<file path="src/rtl/hazard_pkg.sv">
// Shared definitions for the RV32I hazard controller: FSM state encoding,
// pipeline NOP encoding and the load-use detection helper.
package hazard_pkg;

  localparam int          REG_W    = 5;
  localparam logic [31:0] NOP_INSN = 32'h0000_0013;

  typedef logic [1:0] state_t;

  localparam state_t ST_RUN      = 2'd0;
  localparam state_t ST_MD_BUSY  = 2'd1;
  localparam state_t ST_MD_DRAIN = 2'd2;

  // rs2 only counts when the decode instruction actually reads it (R/S/B types)
  function automatic logic load_use_hazard(
    input logic             mem_read,
    input logic [REG_W-1:0] rd,
    input logic [REG_W-1:0] rs1,
    input logic [REG_W-1:0] rs2,
    input logic             uses_rs2
  );
    return mem_read && (rd != {REG_W{1'b0}}) &&
           ((rd == rs1) || (uses_rs2 && (rd == rs2)));
  endfunction

endpackage

</file>
<file path="src/rtl/hazard_ctrl_sat_counter.sv">
// Saturating up-counter with enable; holds at all-ones instead of wrapping.
module sat_counter #(
  parameter int W = 16
) (
  input  logic         clk,
  input  logic         rst,
  input  logic         en,
  output logic [W-1:0] count
);

  logic [W-1:0] count_q;
  logic [W-1:0] count_d;

  // next count: step only while enabled and not yet saturated
  always_comb begin
    count_d = count_q;
    if (en && (count_q != {W{1'b1}})) begin
      count_d = count_q + W'(1);
    end else begin
      count_d = count_q;
    end
  end

  // count register
  always_ff @(posedge clk or negedge rst) begin
    if (!rst) begin
      count_q <= {W{1'b0}};
    end else begin
      count_q <= count_d;
    end
  end

  assign count = count_q;

endmodule

</file>
<file path="src/rtl/hazard_ctrl.sv">
// Hazard controller: load-use stalls, taken-branch flushes and mul/div
// occupancy of EX with a watchdog; counts every cycle the PC is held.
module hazard_ctrl
  import hazard_pkg::*;
#(
  parameter int CNT_W  = 16,
  parameter int MD_MAX = 64
) (
  input  logic             clk,
  input  logic             rst,
  input  logic [REG_W-1:0] IF_ID_Rs1,
  input  logic [REG_W-1:0] IF_ID_Rs2,
  input  logic             IF_ID_UsesRs2,
  input  logic [REG_W-1:0] ID_EX_Rd,
  input  logic             ID_EX_MemRead,
  input  logic             ID_EX_MulDiv,
  input  logic             Md_Done,
  input  logic             EX_BranchTaken,
  output logic             PC_Write,
  output logic             IF_ID_Write,
  output logic             ID_EX_Write,
  output logic             IF_ID_Flush,
  output logic             ID_EX_Flush,
  output logic             EX_MEM_Bubble,
  output logic             Md_Start,
  output logic             Md_Timeout,
  output logic [CNT_W-1:0] Stall_Count
);

  localparam int WD_W = $clog2(MD_MAX + 1);

  state_t          state_q, state_d;
  logic [WD_W-1:0] wd_q, wd_d;
  logic            md_timeout_q, md_timeout_d;
  logic            lu_hazard_s;

  assign lu_hazard_s = load_use_hazard(ID_EX_MemRead, ID_EX_Rd, IF_ID_Rs1,
                                       IF_ID_Rs2, IF_ID_UsesRs2);

  // control outputs and next state; while reset is held everything sits at its idle value
  always_comb begin
    PC_Write      = 1'b1;
    IF_ID_Write   = 1'b1;
    ID_EX_Write   = 1'b1;
    IF_ID_Flush   = 1'b0;
    ID_EX_Flush   = 1'b0;
    EX_MEM_Bubble = 1'b0;
    Md_Start      = 1'b0;
    state_d       = state_q;
    md_timeout_d  = md_timeout_q;
    wd_d          = {WD_W{1'b0}};
    if (!rst) begin
      state_d = ST_RUN;
    end else begin
      case (state_q)
        ST_RUN: begin
          // a taken branch makes the decode instruction wrong-path, so it wins over load-use
          if (EX_BranchTaken) begin
            IF_ID_Flush = 1'b1;
            ID_EX_Flush = 1'b1;
          end else if (ID_EX_MulDiv) begin
            Md_Start = 1'b1;
            state_d  = ST_MD_BUSY;
          end else if (lu_hazard_s) begin
            PC_Write    = 1'b0;
            IF_ID_Write = 1'b0;
            ID_EX_Flush = 1'b1;
          end else begin
            state_d = ST_RUN;
          end
        end
        ST_MD_BUSY: begin
          PC_Write      = 1'b0;
          IF_ID_Write   = 1'b0;
          ID_EX_Write   = 1'b0;
          EX_MEM_Bubble = 1'b1;
          wd_d          = wd_q + WD_W'(1);
          if (Md_Done) begin
            state_d = ST_MD_DRAIN;
          end else if (wd_q == WD_W'(MD_MAX - 1)) begin
            md_timeout_d = 1'b1;
            state_d      = ST_MD_DRAIN;
          end else begin
            state_d = ST_MD_BUSY;
          end
        end
        ST_MD_DRAIN: begin
          state_d = ST_RUN;
        end
        default: begin
          state_d = ST_RUN;
        end
      endcase
    end
  end

  // FSM state, watchdog count and sticky timeout flag
  always_ff @(posedge clk or negedge rst) begin
    if (!rst) begin
      state_q      <= ST_RUN;
      wd_q         <= {WD_W{1'b0}};
      md_timeout_q <= 1'b0;
    end else begin
      state_q      <= state_d;
      wd_q         <= wd_d;
      md_timeout_q <= md_timeout_d;
    end
  end

  assign Md_Timeout = md_timeout_q;

  sat_counter #(
    .W(CNT_W)
  ) u_stall_cnt (
    .clk  (clk),
    .rst  (rst),
    .en   (~PC_Write),
    .count(Stall_Count)
  );

endmodule
</file>
<file path="config.mk">
export PLATFORM = sky130hd
export DESIGN_NAME = hazard_ctrl
export DESIGN_NICKNAME = d
export VERILOG_FILES = /design/src/rtl/hazard_pkg.sv /design/src/rtl/hazard_ctrl_sat_counter.sv /design/src/rtl/hazard_ctrl.sv
export SDC_FILE = /design/constraint.sdc
export NUM_CORES = 1
export LEC_CHECK = 0
export CORE_AREA = 2 2 66 68
export DETAILED_ROUTE_END_ITERATION = 10
export DIE_AREA = 0 0 68 70
export DONT_BUFFER_PORTS = 1
export GPL_TIMING_DRIVEN = 0
export PLACE_DENSITY_LB_ADDON = 0.12
export SLEW_MARGIN = 20
export SYNTH_ARGS = -nofsm -noshare
export SYNTH_HDL_FRONTEND = slang
export SYNTH_SLANG_ARGS = --single-unit
</file>
<file path="constraint.sdc">
create_clock -name clk -period 3.9 [get_ports clk]
set_input_delay 0.975 -clock clk [delete_from_list [all_inputs] [get_ports clk]]
set_output_delay 0.975 -clock clk [all_outputs]
set_load 0.1 [all_outputs]
</file>
==> impl_metrics.tcl <==
set metrics [dict create \
    coreArea_um2 4140 \
    top_layer "met4" \
    cts_tree "done" \
    p_leak_nw 0.642 \
    p_total_w 0.000692 \
    drtIter0Drc 35 \
    finalMaxSlewViolations 0 \
    cts-buffers-inserted 3 \
    slew_headroom 0.306 \
    antenna_cells 0 \
    worstPathRequired_ps 2920 \
    fp.dieH_um 70 \
    finalCritPeriodShare 0.967 \
    cts.clk_slew.worst_paths_ps 90 \
    rsz0062_at_grt "false" \
    antenna_left 0 \
    max_clock_freq_ghz 0.265 \
    crit_buf_inv 4 \
    synth_edf_count 0 \
    ys.flop_type "dfrtp_1" \
    met1_length_mm 1.13 \
    gp_congestion 0.721 \
    antenna_found_initial 0 \
    wire_per_inst_um 13.7 \
    routed_wl_mm 2.69 \
    skew_ps 5.16 \
    grt_overflow_total 0 \
    report.final.setup_viol 0 \
    mostFrequentLayoutCells "dfrtp_1 (26), nor2_1 (18), xnor2_1 (16), nand3_1 (13), xor2_1 (11)" \
    drc 0 \
    layout_commonest_cell "dfrtp_1" \
    finalHoldViolations 0 \
    cts_sinks 26 \
    synth_seq_cells 26 \
    met2_length_mm 1.32 \
    ir_worst_vdd_mv 0.168 \
    period_needed_ps 3770 \
    cts_buffer_depth 2 \
    final_util 0.374 \
    nets 170 \
    critical_path_class "in2out" \
    synth.net_count 164 \
    cp_slowest_cell "clkinvlp_4" \
    syn_area_um2 1380 \
    grt_pass1_wl_mm 4.61 \
    hpwl_mm 2.01 \
    grt_pass1_vias 1054 \
    synth.distinct_cells 33 \
    drtPass1Iterations 6 \
    cp_top_family "buffers and inverters" \
    path_cells "nand2b_2, or2_2, buf_4, o21ai_4, buf_6, clkinvlp_4, buf_12" \
    vias 1001 \
    cts_htree_levels 1 \
    io_pins 46 \
    worstMarginPinSlew_ps 1040 \
    ys_seq_area_frac 0.471 \
    via_per_inst 5.11 \
    hold_class "in2async" \
    status "completed" \
    start_util 0.333 \
    syn2layout_area_growth_pct 12.2 \
    max_stage_delay_ps 450 \
    syn_inst 140 \
    cts_hold_buf 0 \
    clk_latency_ps 270 \
    crit_arrival_ps 2790 \
    avgSynthCellArea_um2 9.86 \
    path_max_fanout 27 \
    power.density_nw_per_um2 447 \
    yosysWarningCount 0 \
    holdWs_ps 391 \
    start_kind "input port" \
    port_buffers 0 \
    maxCapViolCount 0 \
    clock-root-buffer "clkbuf_8" \
    route.met3.wl_um 187 \
    die_area_um2 4760 \
    chipWidth_um 68 \
    critPathCaptureType "output port" \
    grt_max_degree 28 \
    grt.total_usage 0.127 \
    num_rows 24 \
    drive_gt1_frac 0.118 \
    async_flop_share 1.00 \
]
## power breakdown
part           total (W)  internal [W]  switching [W]
clock network   0.000148     0.0000692      0.0000792
logic          0.0000899     0.0000381      0.0000517
registers       0.000454      0.000286       0.000168
total           0.000692      0.000393       0.000299
## cells by family (layout without fill, tap and decap cells)
| kind of cell | after synthesis | after routing | share of synthesized area |
|---|---|---|---|
| AND/OR/NAND/NOR | 66 | 66 | 0.244 |
| buffers and inverters | 8 | 12 | 0.0317 |
| flip-flops | 26 | 26 | 0.471 |
| AO/OA/AOI/OAI | 10 | 10 | 0.0526 |
| multiplexers | 1 | 1 | 0.0109 |
| XOR/XNOR | 27 | 27 | 0.171 |
| adder cells (fa/ha/maj) | 2 | 2 | 0.0181 |
## final cells by class
class / instances / area (um^2)
inverter: 4 / 18.8
sequential: 26 / 651
buffer: 4 / 43.8
timing repair buffer: 1 / 7.51
fill: 423 / 2590
tap: 52 / 65.1
clock buffer: 3 / 41.3
multi-input combinational: 106 / 722
## Yosys cell counts, types with 2 or more instances
| cell | n | share of area |
|---|---|---|
| dfrtp_1 | 26 | 0.47 |
| nor2_1 | 18 | 0.049 |
| xnor2_1 | 16 | 0.10 |
| nand3_1 | 13 | 0.047 |
| xor2_1 | 11 | 0.070 |
| nand2_1 | 6 | 0.016 |
| nand4_1 | 6 | 0.027 |
| nor3_1 | 5 | 0.018 |
| inv_1 | 4 | 0.011 |
| a21oi_1 | 3 | 0.011 |
| and3_1 | 3 | 0.014 |
| or3_1 | 3 | 0.014 |
| buf_2 | 2 | 0.0073 |
| ha_1 | 2 | 0.018 |
| nand2b_1 | 2 | 0.0091 |
| nor4_1 | 2 | 0.0091 |
| o21a_1 | 2 | 0.011 |
## metal layers
| metal | GRT usage | up-vias |
|---|---|---|
| met5 | 0 | - |
| met2 | 0.200 | 40 |
| met3 | 0.0290 | 4 |
| li1 | - | 484 |
| met1 | 0.158 | 473 |
| met4 | 0.0667 | 0 |
## path summary, 6_finish.rpt
check	startpoint	end	slack (ps)	cells past startpoint
min in group clk	wd_q[0]	wd_q[0]	470	1
setup / recovery	rst	PC_Write	130	7
hold / removal	rst	u_stall_cnt.count[14]	390	0
max in group asynchronous	rst	wd_q[1]	3430	0
hold reg to reg	wd_q[0]	wd_q[0]	470	1
setup reg to reg	u_stall_cnt.count[0]	u_stall_cnt.count[1]	1000	8
## per-stage QoR
step	setup WS [ps]	instance area (um^2)	setup TNS [ps]	instances
2_1_floorplan	20.4	1400	0	140
3_3_place_gp	-168	1460	-238	192
3_5_place_dp	-278	1480	-278	192
4_1_cts	127	1550	0	196
5_1_grt	60.6	1550	0	196
6_report	130	1550	0	196
## registers in the layout (all words and copies together), names as in the netlist
| name | cells |
|---|---|
| state_q | 2 |
| u_stall_cnt.count | 16 |
| Md_Timeout | 1 |
| wd_q | 7 |
## what timing repair did
item	in CTS	in global routing
buffers inserted	1	0
gates resized for setup	5	0
setup endpoints to repair	1	0
endpoints found under the hold margin	0	0
Note: power is estimated with default switching activity, not from simulation.
